$ cat config.mk
export PLATFORM = sky130hd
export DESIGN_NAME = qed_dup_ctrl
export DESIGN_NICKNAME = d
export VERILOG_FILES = /design/src/rtl/qed_pkg.sv /design/src/rtl/qed_drain_timer.sv /design/src/rtl/qed_dup_ctrl.sv
export SDC_FILE = /design/constraint.sdc
export NUM_CORES = 1
export LEC_CHECK = 0
export ABC_AREA = 1
export BUFFER_PORTS_ARGS = -buffer_cell sky130_fd_sc_hd__buf_2
export CAP_MARGIN = 15
export CORE_MARGIN = 2
export CORE_UTILIZATION = 39
export DETAILED_ROUTE_END_ITERATION = 16
export GPL_ROUTABILITY_DRIVEN = 0
export RECOVER_POWER = 100
export SYNTH_ARGS = -nofsm -noshare
export SYNTH_HDL_FRONTEND = slang
export SYNTH_HIERARCHICAL = 1
export SYNTH_SLANG_ARGS = --single-unit
export TNS_END_PERCENT = 30
$ cat constraint.sdc
create_clock -name clk_i -period 4.3 [get_ports clk_i]
set_input_delay 0.645 -clock clk_i [delete_from_list [all_inputs] [get_ports clk_i]]
set_output_delay 0.645 -clock clk_i [all_outputs]
set_load 0.02 [all_outputs]
$ cat src/rtl/qed_pkg.sv
// Shared definitions for the QED front end: window state encoding and the
// window depth that the decoder, i-cache and duplication controller agree on.
package qed_pkg;

    typedef enum logic [2:0] {
        QS_IDLE  = 3'd0,
        QS_ORIG  = 3'd1,
        QS_DUP   = 3'd2,
        QS_DRAIN = 3'd3,
        QS_DONE  = 3'd4
    } qed_state_e;

    localparam int QED_DEPTH     = 8;
    localparam int QED_DRAIN_CYC = 5;

    function automatic int qedCntWidth(input int depth);
        return $clog2(depth + 1);
    endfunction

endpackage

$ cat src/rtl/qed_drain_timer.sv
// Counts the pipeline drain after the last duplicate; expire_o is high in the
// cycle whose closing edge brings the count to DRAIN_CYC.
module qed_drain_timer
    import qed_pkg::*;
#(
    parameter int DRAIN_CYC = QED_DRAIN_CYC,
    parameter int TW        = $clog2(DRAIN_CYC + 1)
) (
    input  logic clk_i,
    input  logic rst_ni,
    input  logic start_i,
    input  logic clear_i,
    output logic expire_o
);

    logic          run_q, run_d;
    logic [TW-1:0] cnt_q, cnt_d;

    always_comb begin
        run_d = run_q;
        cnt_d = cnt_q;
        if (clear_i) begin
            run_d = 1'b0;
            cnt_d = '0;
        end else if (start_i) begin
            run_d = 1'b1;
            cnt_d = '0;
        end else if (run_q) begin
            cnt_d = cnt_q + 1'b1;
            if (cnt_d == TW'(DRAIN_CYC)) begin
                run_d = 1'b0;
            end
        end
    end

    assign expire_o = run_q && (cnt_q == TW'(DRAIN_CYC - 1));

    always_ff @(posedge clk_i or negedge rst_ni) begin
        if (!rst_ni) begin
            run_q <= 1'b0;
            cnt_q <= '0;
        end else begin
            run_q <= run_d;
            cnt_q <= cnt_d;
        end
    end

endmodule

$ cat src/rtl/qed_dup_ctrl.sv
// QED duplication controller: counts originals, replays the same number of
// duplicates, waits for the pipeline to drain, then flags the window for checking.
module qed_dup_ctrl
    import qed_pkg::*;
#(
    parameter int DEPTH     = QED_DEPTH,
    parameter int CNT_W     = qedCntWidth(DEPTH),
    parameter int DRAIN_CYC = QED_DRAIN_CYC
) (
    input  logic             clk_i,
    input  logic             rst_ni,
    input  logic             ena_i,
    input  logic             stall_IF_i,
    input  logic             fetch_vld_i,
    input  logic             dup_vld_i,
    input  logic             force_dup_i,
    output logic             exec_dup_o,
    output logic [CNT_W-1:0] orig_cnt_o,
    output logic [CNT_W-1:0] dup_cnt_o,
    output logic             qed_check_o,
    output logic             qed_done_o
);

    localparam logic [CNT_W-1:0] DepthCnt = CNT_W'(DEPTH);

    qed_state_e       state_q, state_d;
    logic [CNT_W-1:0] origCnt_q, origCnt_d;
    logic [CNT_W-1:0] dupCnt_q, dupCnt_d;
    logic             execDup_q, qedCheck_q, qedDone_q;
    logic             acceptOrig, acceptDup;
    logic             timerStart, timerClear, timerExpire;

    assign acceptOrig = fetch_vld_i & ~stall_IF_i;
    assign acceptDup  = dup_vld_i & ~stall_IF_i;

    // Dropping ena wins over everything, including a drain that expires this cycle.
    always_comb begin
        state_d    = state_q;
        origCnt_d  = origCnt_q;
        dupCnt_d   = dupCnt_q;
        timerStart = 1'b0;
        timerClear = 1'b0;
        if (!ena_i) begin
            state_d    = QS_IDLE;
            origCnt_d  = '0;
            dupCnt_d   = '0;
            timerClear = 1'b1;
        end else begin
            case (state_q)
                QS_IDLE: begin
                    state_d   = QS_ORIG;
                    origCnt_d = '0;
                    dupCnt_d  = '0;
                end
                QS_ORIG: begin
                    if (acceptOrig && (origCnt_q != DepthCnt)) begin
                        origCnt_d = origCnt_q + CNT_W'(1);
                    end
                    if (!stall_IF_i &&
                        ((origCnt_d == DepthCnt) || (force_dup_i && (origCnt_d != '0)))) begin
                        state_d = QS_DUP;
                    end
                end
                QS_DUP: begin
                    if (acceptDup && (dupCnt_q != origCnt_q)) begin
                        dupCnt_d = dupCnt_q + CNT_W'(1);
                    end
                    if (dupCnt_d == origCnt_q) begin
                        state_d    = QS_DRAIN;
                        timerStart = 1'b1;
                    end
                end
                QS_DRAIN: begin
                    if (timerExpire) begin
                        state_d = QS_DONE;
                    end
                end
                QS_DONE: begin
                    state_d = QS_DONE;
                end
                default: begin
                    state_d    = QS_IDLE;
                    origCnt_d  = '0;
                    dupCnt_d   = '0;
                    timerClear = 1'b1;
                end
            endcase
        end
    end

    qed_drain_timer #(
        .DRAIN_CYC (DRAIN_CYC)
    ) u_drain_timer (
        .clk_i    (clk_i),
        .rst_ni   (rst_ni),
        .start_i  (timerStart),
        .clear_i  (timerClear),
        .expire_o (timerExpire)
    );

    // Outputs are decoded from the next state so they change on the same edge as the FSM.
    always_ff @(posedge clk_i or negedge rst_ni) begin
        if (!rst_ni) begin
            state_q    <= QS_IDLE;
            origCnt_q  <= '0;
            dupCnt_q   <= '0;
            execDup_q  <= 1'b0;
            qedCheck_q <= 1'b0;
            qedDone_q  <= 1'b0;
        end else begin
            state_q    <= state_d;
            origCnt_q  <= origCnt_d;
            dupCnt_q   <= dupCnt_d;
            execDup_q  <= (state_d == QS_DUP);
            qedCheck_q <= (state_q == QS_DRAIN) && (state_d == QS_DONE);
            qedDone_q  <= (state_d == QS_DONE);
        end
    end

    assign exec_dup_o  = execDup_q;
    assign orig_cnt_o  = origCnt_q;
    assign dup_cnt_o   = dupCnt_q;
    assign qed_check_o = qedCheck_q;
    assign qed_done_o  = qedDone_q;

endmodule

# After elaboration in Yosys (flattened, before gate mapping)
# Cells that the tools add are included.
[classes] add_sub_neg=3 n_eq_ne=14 muxes=27 n_bitwise=3 reduce_logical=14
[ops] operator="$mux 4" count=8
[ops] operator="$mux 3" count=7
[ops] operator="$pmux 4 s2" count=2
[ops] operator="$pmux 3 s5" count=1
[ops] operator="$eq 3x3->1 const B" count=4
[ops] operator="$eq 3x2->1 const B" count=3
[ops] operator="$mux 1" count=9
[ops] operator="$add 4x1->4 const B" count=2
[ops] operator="$logic_and 1x1->1" count=6
[ops] operator="$reduce_or 3->1" count=2
[ops] operator="$reduce_or 5->1" count=1
[ops] operator="$eq 4x4->1" count=1
[ops] operator="$eq 4x4->1 const B" count=1
[ops] operator="$ne 2x2->1 const B" count=2
[ops] operator="$ne 4x4->1" count=1
[ops] operator="$ne 4x4->1 const B" count=1
[ops] operator="$reduce_bool 4->1" count=1
[ops] operator="$add 3x1->3 const B" count=1
[ops] operator="$eq 3x1->1 const B" count=1
[ops] operator="$logic_not 3->1" count=1
[ops] operator="$reduce_bool 3->1" count=1
[ops] operator="$and 1x1->1" count=2
[ops] operator="$logic_not 1->1" count=1
[ops] operator="$logic_or 1x1->1" count=1
[ops] operator="$not 1->1" count=1
[word_totals] reg_bits=18 inputBits=7 out_inout_bits=11 word_cells=69

# Depth between registers and ports, before layout
# Gate-level depths: netlist (run 1).
[depth] word_depth=15 ltp_mapped=14

# Modules after synthesis
# The synthesis (run 1) kept the hierarchy.
[by_module_without_submodules] module="qed_dup_ctrl" instances=1 cells_per_inst=159 area_each_um2=1052.3
[by_module_without_submodules] module="qed_drain_timer" instances=1 cells_per_inst=29 area_each_um2=230.2

# Least setup slack after synthesis (run 1)
# Ideal clock, no wire load.
[synth_timing] path_type="flip-flop to flip-flop" start="register origCnt_q[0] (netlist: orig_cnt_o[0])" end="register u_drain_timer.cnt_q[0]" setup_time_ns=0.077 t_arrival_ns=1.683 setup_slack_ns=2.540 path_stages_with_launch=15 synth_period_minus_slack_ns=1.760 cell_sequence="dfrtp_1 > inv_2 > nand2_1 > nand2_1 > nor2_4 > nand2_4 > nand2_2 > nand2_1 > nand3_1 > nand2_1 > nand3_1 > nor2_1 > nor2_1 > o21ai_0 > a21oi_1"
[synth_via] elab_chain_len=11
[synth_rtl] element="from (decl)" line="qed_dup_ctrl.sv:27" source="logic [CNT_W-1:0] origCnt_q, origCnt_d;"
[synth_rtl] element="from (signal assigned)" line="qed_dup_ctrl.sv:112" source="origCnt_q <= origCnt_d;"
[synth_rtl] element="$ne 4x4->1" line="qed_dup_ctrl.sv:65" source="if (acceptDup && (dupCnt_q != origCnt_q)) begin"
[synth_rtl] element="$logic_and 1x1->1" line="qed_dup_ctrl.sv:65"
[synth_rtl] element="$mux 4" line="qed_dup_ctrl.sv:65"
[synth_rtl] element="$mux 4" line="qed_dup_ctrl.sv:49" source="case (state_q)"
[synth_rtl] element="$mux 4" line="qed_dup_ctrl.sv:43" source="if (!ena_i) begin"
[synth_rtl] element="$eq 4x4->1 (*)" line="qed_dup_ctrl.sv:68" source="if (dupCnt_d == origCnt_q) begin"
[synth_rtl] element="$mux 1 (*)" line="qed_dup_ctrl.sv:68"
[synth_rtl] element="$mux 1 (*)" line="qed_dup_ctrl.sv:49"
[synth_rtl] element="$mux 1 (*)" line="qed_dup_ctrl.sv:43"
[synth_rtl] element="via timerStart" line="qed_dup_ctrl.sv:31" source="logic timerStart, timerClear, timerExpire;"
[synth_rtl] element="$mux 3" line="qed_drain_timer.sv:25" source="end else if (start_i) begin"
[synth_rtl] element="$mux 3" line="qed_drain_timer.sv:22" source="if (clear_i) begin"
[synth_rtl] element="to (signal assigned)" line="qed_drain_timer.sv:44" source="cnt_q <= cnt_d;"
[synth_rtl] element="to (decl)" line="qed_drain_timer.sv:17" source="logic [TW-1:0] cnt_q, cnt_d;"
# Mark *: on every way through the listed nets, which the timed path passes. The rest lies on a longest branch. The select of a mux whose other input is x is not followed.
# A chain may end at the register's enable or synchronous reset.

# Worst setup path in the final report (run 1)
[layout_timing] start="register origCnt_q[1] (netlist: orig_cnt_o[1])" end="register u_drain_timer.cnt_q[0]"
# Same word-level chain as after synthesis.

==> results of run 1 <==
==> final timing paths <==
check                                       start                endpoint  slack (ps)  depth (start not counted)
setup / recovery                    orig_cnt_o[1]  u_drain_timer/cnt_q[0]        2050                         14
max in group asynchronous                  rst_ni  u_drain_timer/cnt_q[2]        3220                          1
hold / removal                             rst_ni           orig_cnt_o[3]         470                          1
hold reg to reg            u_drain_timer/cnt_q[1]  u_drain_timer/cnt_q[1]         600                          2
min in group clk_i         u_drain_timer/cnt_q[1]  u_drain_timer/cnt_q[1]         600                          2
setup reg to reg                    orig_cnt_o[1]  u_drain_timer/cnt_q[0]        2050                         14
==> kinds of logic (layout without fill, tap and decap cells) <==
family | after synthesis | count (layout) | share of synthesized area [%]
adders and majority gates | 6 | 6 | 5.85
and+or+nand+nor | 106 | 106 | 38.0
buffers and inverters | 34 | 54 | 10.0
AOI/OAI and AO/OA | 21 | 21 | 8.98
DFF | 18 | 18 | 35.1
xor gates and xnor gates | 3 | 3 | 2.05
==> metrics by stage <==
| step | instance area [µm²] | setup WS (ps) |
|---|---|---|
| after floorplan | 1280 | 2540 |
| after global placement | 1420 | 2250 |
| after detailed placement | 1420 | 2210 |
| after CTS | 1450 | 2350 |
| after global routing | 1430 | 1780 |
| final | 1430 | 2050 |
==> final cells by class <==
| cell class | instances | area [µm²] | share of cell area [%] |
|---|---|---|---|
| multi-input cells | 136 | 691 | 48.4 |
| flip-flops and latches | 18 | 450 | 31.6 |
| inverters | 33 | 124 | 8.68 |
| repair buffers | 17 | 70.1 | 4.91 |
| well taps | 44 | 55.1 | 3.86 |
| clock buffers | 4 | 36.3 | 2.54 |
==> cell usage in the layout (no fill, tap or decap), types with 2 or more instances in the layout <==
cell type / count
nor2_1: 16
xor2_1: 3
o21ai_0: 8
dfrtp_1: 18
o22ai_1: 6
nand2_1: 55
nand4_1: 4
inv_1: 29
inv_2: 4
nor2_2: 2
clkbuf_4: 3
clkbuf_1: 12
nor2_4: 2
nand2_2: 4
a21oi_1: 6
buf_2: 5
nor3_1: 4
ha_1: 6
nand3_1: 17
==> power breakdown <==
part	switching, mW	internal, mW	total (mW)
clock network	0.0561	0.0516	0.108
logic	0.0379	0.0161	0.0540
registers	0.00448	0.173	0.178
==> sequential cells by signal (all words and copies together) (netlist names) <==
| register | cells |
|---|---|
| dup_cnt_o | 4 |
| exec_dup_o | 1 |
| orig_cnt_o | 4 |
| qed_check_o | 1 |
| qed_done_o | 1 |
| state_q | 3 |
| u_drain_timer/cnt_q | 3 |
| u_drain_timer/run_q | 1 |
==> critical path: stages (launching register included) <==
cell and delay, ps:
dfrtp_1 530, inv_1 190, nand2_1 90, nand2_1 80, nor2_4 80, nand2_1 210
nand2_1 210, nand2_1 80, nand3_1 70, nand2_1 90, nand3_1 120, nor2_1 60
nor2_1 150, o21ai_0 100, a21oi_1 110
==> metal layers <==
metal	vias up	global-route usage, %
li1	637	-
met1	556	26.1
met2	22	28.4
met3	2	2.52
met4	0	6.38
met5	-	0
==> summary.md, run 1 <==
| Metric | Value |
|---|---|
| Pin count of the biggest net entering global routing | `19` |
| Syn nets | `approximately 200` |
| Asr flop ratio synth | `100%` |
| Avg WL per Cell | `approximately 11 µm` |
| IO Pins | `18` |
| Overall Power | `between 0.3 and 0.4 mW` |
| Cts bufs inserted | `3` |
| Vias per cell | `roughly 4.8` |
| Max layer used | `met4` |
| Crit Path Class | `register to register` |
| Met2 Wirelength | `around 1300 µm` |
| CTS root buffer | `clkbuf_4` |
| Outcome | `finished clean` |
| Core ar. | `approximately 3100 µm²` |
| DP HPWL | `around 2300 µm` |
| Area leader, netlist | `dfrtp_1` |
| GRT Total Usage | `between 10% and 20%` |
| WP data required | `between 4000 and 5000 ps` |
| Highest Clock Rate | `around 440 MHz` |
| Seq cells post-synth | `18` |
| Clk slew on worst S/H paths | `around 120 ps` |
| RSZ-0062 raised after global routing | `no` |
| Met1 Wirelength | `about 1500 µm` |
| Worst endpoint data arrival time | `roughly 2500 ps` |
| Port Buf Inserts | `17` |
| Initial antenna violation count | `0` |
| CTS H-Tree Depth | `1` |
| DRC viols | `0` |
| Initial Utilization | `between 40% and 50%` |
| Synth warn | `6` |
| Library cells used by synthesis | `21` |
| Slew @ Worst Pin | `between 900 and 1000 ps` |
| First-pass DRT Iterations | `4` |
| Fillcell total | `about 340` |
| Final TNS setup | `0 ps` |
| Post-Route Utilization | `between 40% and 50%` |
| Commonest cells in the synthesized netlist | `nand2_1, inv_1, dfrtp_1` |
| Clk buf depth | `2` |
| Final ANT Viol Nets | `0` |
| # placed instances | `approximately 250` |
| Grt ovf | `0` |
| Die Height | `slightly above 60 µm` |
| Final period util | `between 50% and 60%` |
| Post-synth EDFFs | `0` |
| Crit-path max FO | `10` |
| Most numerous cell in the Yosys netlist | `nand2_1` |
| Clock sink count | `18` |
| Synth Flop Type | `dfrtp_1` |
| Hold Worst Slack | `between 400 and 500 ps` |
| Via count | `~1200` |
| Met3 wire len | `approximately 75 µm` |
| Worst-Skew Late Latency | `300 ps` |
| Min-Delay Path Class | `input port to asynchronous set/reset pin` |
| Setup violations, final | `0` |
| Final cell count without fillers | `about 250` |
| Area growth, synth to finish | `11.2%` |
| Max Cap Viol | `0` |
| Worst Skew | `between 10 and 15 ps` |
| Syn avg cell area | `between 6 and 7 µm²` |
| Post-synthesis sequential area ratio | `a little over a third` |
| CP endpoint kind | `register` |
| Final WL | `around 2900 µm` |
| Critical Path Start Type | `register` |
| Cell Area, Synth | `between 1000 and 1500 µm²` |
| Top cell type's share of synthesized area | `35.1%` |
| Top cells by area, synth | `dfrtp_1, nand2_1, inv_1, nand3_1, ha_1` |
| Final min period | `2250 ps` |
| CTS resizes | `0` |
| Final hold vios | `0` |
| Max transition margin | `approximately 34%` |
| First DRT Iteration DRCs | `around 60` |
| First-pass GRT wire length | `5040 µm` |
| N_diodes | `0` |
| P_leak | `slightly above 0.7 nW` |
| Synthesized instance count | `roughly 190` |
| Worst IR Drop VDD | `0.000104 V` |
| Share of layout cells above drive strength 1 | `between 10% and 20%` |
| Fin nets | `~220` |
| Total Die Area | `between 3000 and 4000 µm²` |
| Die W | `61.3 µm` |
| Postcts setup bufs | `0` |
| Cts hold-fix bufs | `0` |
| PD cells | `roughly 240 nW/µm²` |
| Final Max Tran Viols | `0` |
| Vias in the first global route | `between 1000 and 1500` |
| Rows | `20` |
| CTS tree | `yes` |
(Power assumes the default switching activity.)
==> run 2: changes to the inputs <==
ABC_AREA = 0   (was 1)
clock period = 1.8 ns   (was 4.3 ns; I/O delays follow)
==> run 2 against run 1 <==
Compared with the run above: the run now ends with setup timing left; non-clock buffer count grew 27; register-to-register slack worse by 2100 ps; worst setup slack worse by 2100 ps; clock power is 100% higher; clock-buffer cell count unchanged; sequential power is 140% higher; design area grew 16%; via count barely moved; critical path type unchanged.
==> summary.md, run 2 <==
| Metric | Value |
|---|---|
| Outcome | `finished with violations` |
| Failing checks | `setup timing` |
| DRC viols | `0` |
| Critical R2R Capture | `exec_dup_o` |
| Worst-Skew Late Latency | `about 300 ps` |
| Syn avg cell area | `just under 9 µm²` |
| Slew @ Worst Pin | `around 1000 ps` |
| Final ANT Viol Nets | `0` |
| Synth Flop Type | `dfrtp_1` |
| Max Cap Viol | `0` |
| Post-synthesis sequential area ratio | `35.5%` |
| Syn nets | `about 160` |
| Cell Area, Synth | `1270 µm²` |
| DP HPWL | `around 2300 µm` |
| Worst Skew | `about 4.6 ps` |
| Cts bufs inserted | `3` |
| First-pass GRT wire length | `just under 5000 µm` |
| Grt ovf | `0` |
| CTS H-Tree Depth | `1` |
| Critical Path Start Type | `register` |
| IO Pins | `18` |
| PD cells | `approximately 450 nW/µm²` |
| Asr flop ratio synth | `100%` |
| Setup violations, final | `5` |
| CTS root buffer | `clkbuf_4` |
| Pint | `0.548 mW` |
| Seq cells post-synth | `18` |
| Worst IR Drop VDD | `just over 0.0004 V` |
| Pin count of the biggest net entering global routing | `19` |
| Overall Power | `about 0.75 mW` |
| Synthesized instance count | `roughly 140` |
| Port Buf Inserts | `17` |
| GRT Total Usage | `around 18%` |
| Fin worst setup slack | `-30.3 ps` |
| Initial antenna violation count | `0` |
| Post-synth EDFFs | `0` |
| CTS tree | `yes` |
| Die W | `a little over 60 µm` |
| WP data required | `about 2000 ps` |
| Core ar. | `between 3000 and 4000 µm²` |
| Final WL | `3050 µm` |
| Area growth, synth to finish | `30.8%` |
| Net Sw Power | `0.201 mW` |
| Rows | `20` |
| Crit path from | `orig_cnt_o[1]` |
| Hold depth | `2` |
| Most frequent cells in the layout | `buf_4, dfrtp_1, buf_2` |
| Max transition margin | `between 30% and 40%` |
| Final min period | `around 1800 ps` |
| Final Max Tran Viols | `0` |
| First DRT Iteration DRCs | `53` |
| Final TNS setup | `-103 ps` |
| Worst endpoint data arrival time | `just over 2000 ps` |
| Clk buf depth | `2` |
| Commonest cells in the synthesized netlist | `dfrtp_1, o21ai_0, nand2_1` |
| First-pass DRT Iterations | `4` |
| Top cell type's share of synthesized area | `between 30% and 40%` |
| Area leader, netlist | `dfrtp_1` |
| Min-Delay Path Class | `input port to register` |
| Crit-path max FO | `6` |
| Hold Path Origin | `ena_i` |
| Final cell count without fillers | `231` |
| Initial Utilization | `41.2%` |
| Vias per cell | `5.26` |
| Vias in the first global route | `1083` |
| FF+latch area | `~450 µm²` |
| N_diodes | `0` |
| Total Die Area | `~3700 µm²` |
| P_leak | `about 0.74 nW` |
| Commonest non-fill, non-tap cell in the layout | `buf_4` |
| Sw Ratio | `~27%` |
| Most numerous cell in the Yosys netlist | `dfrtp_1` |
| R2R setup slack | `-30 ps` |
| Worst slack at placement | `-80.7 ps` |
| # placed instances | `221` |
| Fillcell total | `approximately 300` |
| Die Height | `61.0 µm` |
| Combinational share of power | `14.9%` |
| Crit Path Class | `register to register` |
| Area occupied by multi-input gates | `between 800 and 900 µm²` |
| R2r worst-path depth | `7` |
| CP endpoint kind | `register` |
| Highest Clock Rate | `around 550 MHz` |
| Sequential power share | `56.0%` |
| Top cells by area, synth | `dfrtp_1, ha_1, o21ai_0, xnor2_1, nor2b_1` |
| Clock sink count | `18` |
| Hold Crit Endpoint | `qed_done_o` |
| Fin nets | `201` |
| Share of layout cells above drive strength 1 | `33.2%` |
| Library cells used by synthesis | `46` |
| Final hold vios | `0` |
| Synth warn | `6` |
| Final period util | `102%` |
| RSZ-0062 raised after global routing | `yes` |
| Reg2reg start | `orig_cnt_o[1]` |
| Avg WL per Cell | `13.2 µm` |
| Clk pwr share | `between 20% and 30%` |
| Via count | `around 1200` |
| Clk slew on worst S/H paths | `110 ps` |
[run 2: critical path, stage by stage, from the launching register on]
cell and delay, ps:
dfrtp_2 470, inv_2 90, ha_4 140, nand2_4 60, a2111o_1 400, a311o_1 330
o22ai_2 100, o311a_1 180
[run 2: cell families (layout without fill, tap and decap cells)]
| kind of cell | count (synthesis) | after routing | synth area share, % |
|---|---|---|---|
| DFF | 18 | 18 | 35.5 |
| adders and majority gates | 6 | 6 | 5.92 |
| buffers and inverters | 13 | 57 | 5.42 |
| and+or+nand+nor | 53 | 53 | 22.7 |
| muxes | 2 | 2 | 1.68 |
| AOI/OAI and AO/OA | 43 | 43 | 23.3 |
| xor gates and xnor gates | 8 | 8 | 5.52 |
[run 2: power by group through the flow]
stage	combinational [mW]	clock, mW	sequential [mW]
3_3_place_gp	0.105	0	0.427
6_report	0.112	0.218	0.420
4_1_cts	0.109	0.227	0.420
5_1_grt	0.124	0.256	0.421
2_1_floorplan	0.0636	0	0.425
3_5_place_dp	0.106	0	0.427
[run 2: cell type report]
class | instances | area share (%)
Tap cell | 44 | 3.32
Clock buffer | 4 | 1.58
Inverter | 9 | 2.04
Multi-Input combinational cell | 112 | 49.0
Sequential cell | 18 | 27.4
Timing Repair Buffer | 44 | 16.7
[run 2: worst max path at each step]
stage	cells after the start	end
2_1_floorplan	8	u_drain_timer/run_q
3_3_place_gp	7	state_q[0]
3_5_place_dp	7	u_drain_timer/cnt_q[2]
4_1_cts	7	state_q[0]
5_1_grt	7	u_drain_timer/cnt_q[1]
6_report	7	exec_dup_o
[run 2: through the flow]
stage / util [%] / cell area (µm²) / hold slack (ps)
after floorplan: - / 1300 / -25.6
final: 53.9 / 1660 / 243
after global placement: 50.7 / 1560 / 224
after global routing: 53.9 / 1660 / 229
after CTS: 52.5 / 1620 / 231
after detailed placement: 50.7 / 1560 / 232
[run 2: what timing repair did]
| action | 4_1_cts | 5_1_grt |
|---|---|---|
| setup endpoints to repair | 7 | 7 |
| buffers inserted | 1 | 4 |
| hold buffers | 1 | 0 |
| resized for setup | 3 | 8 |
| pin swaps | 2 | 3 |
| hold endpoints to repair | 18 | 0 |
[run 2: metal layers]
layer | track usage, % | vias to the layer above | share of wire (%)
met2 | 27.4 | 30 | 46
met1 | 24.4 | 579 | 49
met5 | 0 | - | 0
met4 | 6.83 | 0 | 0.62
met3 | 4.41 | 2 | 4.0
li1 | - | 605 | -
